--- config.mk ---
export PLATFORM = sky130hd
export DESIGN_NAME = fq_multi
export DESIGN_NICKNAME = d
export VERILOG_FILES = /design/src/rtl/fq_multi.sv
export SDC_FILE = /design/constraint.sdc
export NUM_CORES = 1
export LEC_CHECK = 0
export CAP_MARGIN = 20
export CORE_ASPECT_RATIO = 1.75
export CORE_UTILIZATION = 60
export DETAILED_ROUTE_END_ITERATION = 10
export PLACE_DENSITY = 0.87
export SLEW_MARGIN = 25
export SYNTH_ARGS = -nofsm -noshare
export SYNTH_HDL_FRONTEND = slang
export SYNTH_SLANG_ARGS = --single-unit
--- constraint.sdc ---
create_clock -name clk -period 6.6 [get_ports clk]
set_input_delay 1.32 -clock clk [delete_from_list [all_inputs] [get_ports clk]]
set_output_delay 1.32 -clock clk [all_outputs]
set_load 0.01 [all_outputs]
--- src/rtl/fq_multi.sv ---
// Multi-channel programmable clock divider: each channel emits a registered clock of
// period D and high time H, with double-buffered glitch-free reconfiguration and a global phase sync.
module fq_multi #(
  parameter int CNT_LEN = 8,
  parameter int N_CH    = 2
) (
  input  logic                    clk,
  input  logic                    rst,
  input  logic [N_CH-1:0]         en,
  input  logic [N_CH-1:0]         load,
  input  logic [N_CH*CNT_LEN-1:0] div_in,
  input  logic [N_CH*CNT_LEN-1:0] high_in,
  input  logic                    sync,
  output logic [N_CH-1:0]         clk_out,
  output logic [N_CH-1:0]         tick,
  output logic [N_CH-1:0]         active,
  output logic [N_CH-1:0]         err
);

  localparam logic [CNT_LEN-1:0] ONE = CNT_LEN'(1);
  localparam logic [CNT_LEN-1:0] TWO = CNT_LEN'(2);

  for (genvar gi = 0; gi < N_CH; gi++) begin : g_ch
    logic [CNT_LEN-1:0] act_d_reg, act_h_reg, pend_d_reg, pend_h_reg, p_reg;
    logic               pend_reg, run_reg, clk_reg, tick_reg;
    logic [CNT_LEN-1:0] ld_d, ld_h, eff_d, eff_h, new_d, new_h, new_h_cl, p_inc;
    logic               wrap;

    assign ld_d  = div_in[gi*CNT_LEN +: CNT_LEN];
    assign ld_h  = high_in[gi*CNT_LEN +: CNT_LEN];
    assign eff_d = pend_reg ? pend_d_reg : act_d_reg;
    assign eff_h = pend_reg ? pend_h_reg : act_h_reg;
    // A load landing on a boundary (start, wrap, sync) bypasses the pending stage.
    assign new_d = load[gi] ? ld_d : eff_d;
    assign new_h = load[gi] ? ld_h : eff_h;
    // Keep H inside [1, D-1] so a valid period always produces an edge.
    assign new_h_cl = (new_h == '0) ? ONE :
                      (new_h >= new_d) ? (new_d - ONE) : new_h;
    assign p_inc = p_reg + ONE;
    assign wrap  = (p_reg == act_d_reg - ONE);

    always_ff @(posedge clk) begin
      if (rst) begin
        act_d_reg  <= '0;
        act_h_reg  <= '0;
        pend_d_reg <= '0;
        pend_h_reg <= '0;
        pend_reg   <= 1'b0;
        p_reg      <= '0;
        run_reg    <= 1'b0;
        clk_reg    <= 1'b0;
        tick_reg   <= 1'b0;
      end else if (!run_reg) begin
        clk_reg  <= 1'b0;
        tick_reg <= 1'b0;
        p_reg    <= '0;
        if (en[gi] && new_d >= TWO) begin
          act_d_reg <= new_d;
          act_h_reg <= new_h_cl;
          pend_reg  <= 1'b0;
          run_reg   <= 1'b1;
          clk_reg   <= 1'b1;
          tick_reg  <= 1'b1;
        end else if (load[gi]) begin
          pend_d_reg <= ld_d;
          pend_h_reg <= ld_h;
          pend_reg   <= 1'b1;
        end
      end else if (wrap && !en[gi]) begin
        // Stop only at the end of a period; a coincident sync loses to it.
        run_reg  <= 1'b0;
        clk_reg  <= 1'b0;
        tick_reg <= 1'b0;
        p_reg    <= '0;
        if (load[gi]) begin
          pend_d_reg <= ld_d;
          pend_h_reg <= ld_h;
          pend_reg   <= 1'b1;
        end
      end else if (wrap || sync) begin
        act_d_reg <= new_d;
        act_h_reg <= new_h_cl;
        pend_reg  <= 1'b0;
        p_reg     <= '0;
        if (new_d < TWO) begin
          run_reg  <= 1'b0;
          clk_reg  <= 1'b0;
          tick_reg <= 1'b0;
        end else begin
          clk_reg  <= 1'b1;
          tick_reg <= 1'b1;
        end
      end else begin
        p_reg    <= p_inc;
        clk_reg  <= (p_inc < act_h_reg);
        tick_reg <= 1'b0;
        if (load[gi]) begin
          pend_d_reg <= ld_d;
          pend_h_reg <= ld_h;
          pend_reg   <= 1'b1;
        end
      end
    end

    assign clk_out[gi] = clk_reg;
    assign tick[gi]    = tick_reg;
    assign active[gi]  = run_reg;
    assign err[gi]     = (eff_d < TWO);
  end

endmodule

==> out/metrics.yaml <==
sta:
  finalCritPeriodShare_pct: 71.0
  setup_viol: 0
  drv_slew: 0
  finalHoldViolCount: 0
  clock.fmax_mhz: 213
  tightest_slew_ns: 1.04
  holdWs_ns: 0.480
  maxSlewHeadroom_pct: 30.7
  rsz0062_at_grt: "false"
  finalClockSkew_ns: 0.00857
  fin_crit_ns: 4.68
  tns_ns: 0
pwr:
  powerDensity_nw_per_um2: 246
  ir_drop_mv: 0.166
  p_leak_uw: 0.00277
global_route:
  gr-usage-met2_pct: 61.9
  met1_usage_pct: 29.1
  top_usage_layer: "met2"
  first_global_vias: 5578
  grt.overflow.total: 0
  use_met3_pct: 4.20
  grt_pass1_wl_mm: 26.5
  grt_max_degree: 83
  antenna_found_initial: 0
  grt_use_total_pct: 32.3
setup_path:
  worstPathArrival_ns: 4.97
  path_common_cell: "mux2i_1"
  crit_path_end_kind: "register"
  criticalPathCategory: "in -> reg"
  r2r-end: "g_ch[0].act_h_reg[6]"
  crit_fanout: 18
  r2r_setup_slack_ns: 2.56
  cpMaxStageDelayCell: "clkdlybuf4s50_1"
  worstSetupStartpointType: "primary input"
  timing.rr.start: "g_ch[0].pend_reg"
  crit_chain: "clkdlybuf4s50_1 > mux2i_1 > nand4_1 > o41ai_1 > buf_4 > nand2_1 > nor3_4 > mux2i_1"
  cpPeakStageDelay_ns: 0.95
  critPathRequiredTime_ns: 6.89
  reg2reg_depth: 8
die:
  dieArea_um2: 10800
  coreArea_um2: 9970
  initial_utilization_pct: 62.4
  ioPinCount: 47
  die_h_um: 137
  die_x_um: 79.0
  num_rows: 48
synth:
  yosysUniqueCellTypes: 63
  synth_seq_cells: 88
  synth_top_family_by_area: "simple AND/OR/NAND/NOR gates"
  synth_compound_area_share_pct: 17.1
  avgSynthCellArea_um2: 8.57
  synthCells: 726
  async_flop_share_pct: 0
  synth_area_leaders: "dfxtp_1, mux2i_1, ha_1"
  yosys.area.top_type: "dfxtp_1"
  synth-simple-area-share_pct: 20.8
  synth_nets: 803
  synth-edff-count: 0
  syn_area_um2: 6220
  synth.area.mux_share_pct: 13.5
  synth_fa_ha_area_share_pct: 7.65
  synth-xor-area-share_pct: 6.20
  synthFlopType: "dfxtp_1"
  synth_top_cell_area_share_pct: 28.3
  synth_warnings: 0
  yosysSeqAreaShare_pct: 28.3
min_path:
  hold_path_depth: 2
  hp-class: "reg -> reg"
  hold_path.startpoint: "g_ch[1].pend_h_reg[4]"
  holdPathEnd: "g_ch[1].pend_h_reg[4]"
clock_network:
  clock_path_buffers: 2
  cts.sink_count: 88
  htreeDepth: 3
  cts_setup_buffers: 0
  cts_resized: 0
  cts_tree: "yes"
  insertion_delay_ns: 0.35
  ctsHoldBuffers: 0
  path_clk_slew_ns: 0.07
  cts-root-buf: "clkbuf_16"
  numCtsBuffers: 9
cells_and_area:
  layout-drive-gt1-share_pct: 8.99
  area_growth_pct: 12.1
  antennaDiodeCount: 0
  fin_nets: 817
placement:
  gp_congestion: 0.948
  port_buffers: 46
  place.detailed.hpwl_mm: 12.4
route:
  wl_per_cell_um: 19.0
  wl_mm: 16.6
  vias: 5474
  firstDrtPassIters: 5
  drc: 0
  drtIter0Drc: 332
  ant_nets: 0
  routed_via_density: 6.29
outcome:
  outcome: "completed"
flow_run:
  maxCapViolCount: 0
-- worst max-delay path by stage --
stage                       start                     to  slack [ns]  depth (start not counted)
after global placement    load[0]   g_ch[0].act_h_reg[7]        1.75                          9
after detailed placement  load[0]   g_ch[0].act_h_reg[1]        1.60                          9
final                     load[1]  g_ch[1].pend_d_reg[7]        1.92                          8
after floorplan           load[0]   g_ch[0].act_h_reg[2]        2.31                         13
after CTS                 load[0]   g_ch[0].act_h_reg[1]        1.94                          9
after global routing      load[1]  g_ch[1].pend_h_reg[6]        1.71                          9
-- placed cells by master (no fill, tap or decap), types with 3 or more instances in the layout --
cell type         n
a211oi_1          5
a21bo_2          16
a21boi_0          4
a21oi_1          36
a22o_1            8
and3_1            5
buf_4             7
bufinv_16         3
clkbuf_16         9
clkdlybuf4s50_1  44
dfxtp_1          88
ha_1             38
inv_1            38
mux2_2           10
mux2i_1          64
mux2i_2           3
nand2_1          46
nand2b_1         41
nand3_1          30
nand4_1           9
nor2_1           39
nor2b_1          19
nor3_1           14
nor3b_1           4
nor4_1           11
o211ai_1         10
o21a_1           13
o21ai_0          21
o31ai_1          10
o41a_1            3
o41ai_1           4
or2_2             3
or3_1             3
xnor2_1          28
xor2_1           16
-- Yosys cell counts, drive strengths merged (5+ instances only) --
cell	instances
o211ai	10
mux2i	68
nor2b	19
a21bo	16
clkbuf	24
xor2	16
a21oi	36
buf	25
nand3	30
nand2b	41
xnor2	28
mux2	12
o21ai	23
a22o	8
dfxtp	88
nor4	12
nor2	40
a211oi	5
inv	38
nor3	17
o21a	13
nand2	46
ha	38
o31ai	10
nand4	9
and3	5
-- power by group --
group | total (uW) | switching [uW] | internal (uW)
Combinational | 471 | 252 | 219
Clock | 609 | 219 | 390
Sequential | 633 | 59.1 | 574
-- per-layer routing --
| metal | up-vias | share of wire, % |
|---|---|---|
| li1 | 2608 | - |
| met4 | 0 | 7.8 |
| met2 | 189 | 54 |
| met5 | - | 0 |
| met3 | 84 | 3.8 |
| met1 | 2593 | 34 |
-- cell families (layout without fill, tap and decap cells) --
kind of cell	Yosys count	count (layout)
AND/OR/NAND/NOR	239	239
AO/OA/AOI/OAI	150	150
flip-flops	88	88
buffers and inverters	87	106
multiplexers	80	80
XOR/XNOR	44	44
adder cells (fa/ha/maj)	38	38
-- per-stage QoR --
stage               area [um2]  total power [uW]  utilization [%]  cells  setup WS [ns]
floorplan                 6220               975                -    726           2.31
global placement          6620              1090             66.4    854           1.75
detailed placement        6620              1100             66.4    854           1.60
CTS                       6970              1710             69.9    870           1.94
global route              6970              1790             69.9    870           1.71
finish                    6970              1710             69.9    870           1.92
-- cell type report --
cell class                      count  area [um2]
Sequential cell                    88        1760
Tap cell                          125         156
Clock buffer                       11         253
Timing Repair Buffer               52         498
Fill cell                         791        3000
Multi-Input combinational cell    551        4060
Inverter                           38         143
Clock inverter                      5         103
-- worst max-delay path, delay by kind of cell --
family | cells | cell delay, ns
compound gates | 1 | 0.39
simple gates | 3 | 1.20
buf+inv | 2 | 1.18
mux | 2 | 0.86
(Power assumes the default switching activity.)
==> variant, RTL diff (config.mk and constraints unchanged) <==
The parameter `CNT_LEN` goes from 8 to 16.
--- a/src/rtl/fq_multi.sv
+++ b/src/rtl/fq_multi.sv
@@ -1,7 +1,7 @@
 // Multi-channel programmable clock divider: each channel emits a registered clock of
 // period D and high time H, with double-buffered glitch-free reconfiguration and a global phase sync.
 module fq_multi #(
-  parameter int CNT_LEN = 8,
+  parameter int CNT_LEN = 16,
   parameter int N_CH    = 2
 ) (
   input  logic                    clk,
Ports: changed (resized div_in and high_in); port bits go from 47 to 79. No check against the original RTL was run, so the function may have changed too.
==> variant against the unedited design <==
  * Fmax down 2.1%
  * Total power up 72%
  * Setup slack worse by 0.10 ns
  * First-iteration DRC count up 82%
  * Register-to-register slack worse by 0.74 ns
  * Routed wire length up 120%
  * Count of clock-buffer cells in the layout up 6
  * Clock power up 56%
  * Core utilization down 1.4 points
  * Design area up 90%
  * Sequential power up 86%
  * Area after synthesis up 91%
  * Sequential cell count up 80
  * Largest cell class unchanged
  * Largest power group unchanged
==> variant: results (changes against the unedited design) <==
{| class="wikitable"
! Metric !! Value
|-
| 1st-iter DRT viols || 603 (+82%)
|-
| Ranking of synthesized cells by area || sky130_fd_sc_hd__dfxtp_1, sky130_fd_sc_hd__mux2i_1, sky130_fd_sc_hd__ha_1, sky130_fd_sc_hd__nand2_1, sky130_fd_sc_hd__xnor2_1
|-
| Critical path arrival || 5.15 ns (+0.18 ns)
|-
| Routability Congestion || 0.973 (+2.6%)
|-
| Post-DP HPWL || 27500 µm (+120%)
|-
| Htree depth || 4 (+1)
|-
| Maximum number of pins on one net before global-route repair || 86 (+3.6%)
|-
| Routed wire length || 36500 µm (+120%)
|-
| Critical path peak fanout || 32 (+14)
|-
| Leakage power of the design || 0.00543 µW (+96%)
|-
| Total clock buffers created by CTS || 17 (+8)
|-
| Maximum root-to-sink buffer count || 2 (unchanged)
|-
| Wire length of the first global-routing pass || 56500 µm (+110%)
|-
| Measured slew at the worst slew-check pin || 1.02 ns (-0.0172 ns)
|-
| Number of vias per cell after detailed routing || 6.36 (+1.1%)
|-
| Setup TNS after final layout || 0 ns (unchanged)
|-
| Number of global-route vias before repair || 11.0k (+97%)
|-
| Sequential area share after synthesis || 28.4% (+0.060 points)
|-
| Final cell count without fillers || 1708 (+96%)
|-
| Gate count of the mapped netlist || 1429 (+97%)
|-
| Layout filler cell count || 1543 (+95%)
|-
| Ranking of synthesized cells by instance count || sky130_fd_sc_hd__dfxtp_1, sky130_fd_sc_hd__nand2_1, sky130_fd_sc_hd__mux2i_1, sky130_fd_sc_hd__nor2_1, sky130_fd_sc_hd__inv_1
|-
| Total iterations of the first detailed-routing run || 6 (+1)
|-
| Input/output buffers || 78 (+70%)
|-
| Power Internal || 1930 µW (+63%)
|-
| Post-placement worst setup slack || 1.63 ns (+0.0305 ns)
|-
| Netlist cell types || 71 (+13%)
|-
| Worst vdd rail ir drop || 0.197 mV (+18%)
|-
| Clock network fraction of design power || 32.1% (-3.4 points)
|-
| Run status || finished, final reports clean
|-
| Clock skew || 0.0147 ns (+0.00612 ns)
|-
| Clock Latency Late Sink || 0.46 ns (+0.11 ns)
|-
| Part of the total power dissipated in combinational logic || 28.0% (+0.5 points)
|-
| Final net count || 1595 (+95%)
|-
| Fraction of final layout cells sized beyond drive strength 1 || 7.98% (-1.0 points)
|}
[variant: cell count changes after synthesis, sizes merged, moves of 33 or more]
| cell | change |
|---|---|
| a21oi | +34 |
| clkbuf | +35 |
| dfxtp | +80 |
| inv | +46 |
| mux2i | +78 |
| nand2 | +119 |
| nand4 | +36 |
| nor2 | +49 |
| xnor2 | +33 |
[variant: final timing paths]
| kind | startpoint | end | slack (ns) | cells after the start |
|---|---|---|---|---|
| worst max-delay path | g_ch[0].act_d_reg[1] | g_ch[0].pend_h_reg[11] | 1.82 | 10 |
| worst min-delay path | g_ch[0].pend_d_reg[0] | g_ch[0].pend_d_reg[0] | 0.46 | 2 |
| worst max register to register | g_ch[0].act_d_reg[1] | g_ch[0].pend_h_reg[11] | 1.82 | 10 |
| worst min register to register | g_ch[0].pend_d_reg[0] | g_ch[0].pend_d_reg[0] | 0.46 | 2 |
[variant: kinds of logic after synthesis]
group / Yosys count / synth area share [%]
AOI/OAI and AO/OA: 248 / 14.7
xor gates and xnor gates: 87 / 6.56
adders and majority gates: 70 / 7.39
buffers and inverters: 181 / 6.48
DFF: 168 / 28.4
muxes: 185 / 16.1
and+or+nand+nor: 490 / 20.4
[variant: per-stage QoR]
step	cell area, µm²	utilization (%)	power [µW]	hold slack, ns
2_1_floorplan	11800	-	1740	0.431
3_3_place_gp	12700	65.7	1970	0.440
3_5_place_dp	12700	65.7	2000	0.449
4_1_cts	13200	68.5	2930	0.461
5_1_grt	13200	68.5	3060	0.483
6_report	13200	68.5	2950	0.459
[variant: area by class of cell]
cell class                 instances  area [µm²]  area share, %
clock inverter                    15         120          0.909
inverter                          84         318           2.40
multi-input combinational       1080        7730           58.5
tap                              241         302           2.28
sequential                       168        3360           25.4
clock buffer                      17         425           3.22
timing repair buffer             103         953           7.21
[variant: layer usage]
metal  GRT usage, %  part of all wire, %  wire length, µm  up-vias
met1           32.3                   33            12000     5102
li1               -                    -                -     5119
met5              0                    0                0        -
met2           65.2                   51            18500      438
met4           37.9                   11             4050        0
met3           8.62                  5.3             1940      210
[variant: critical path, cell delays in order, from the launching register on]
cell	delay [ns]
sky130_fd_sc_hd__dfxtp_1	0.44
sky130_fd_sc_hd__inv_1	0.10
sky130_fd_sc_hd__ha_1	0.24
sky130_fd_sc_hd__nand2b_1	0.26
sky130_fd_sc_hd__or4_1	0.53
sky130_fd_sc_hd__a2111oi_0	0.55
sky130_fd_sc_hd__o2111ai_1	0.29
sky130_fd_sc_hd__a2111oi_4	0.65
sky130_fd_sc_hd__mux2_4	0.41
sky130_fd_sc_hd__and3_2	0.90
sky130_fd_sc_hd__mux2i_1	0.29
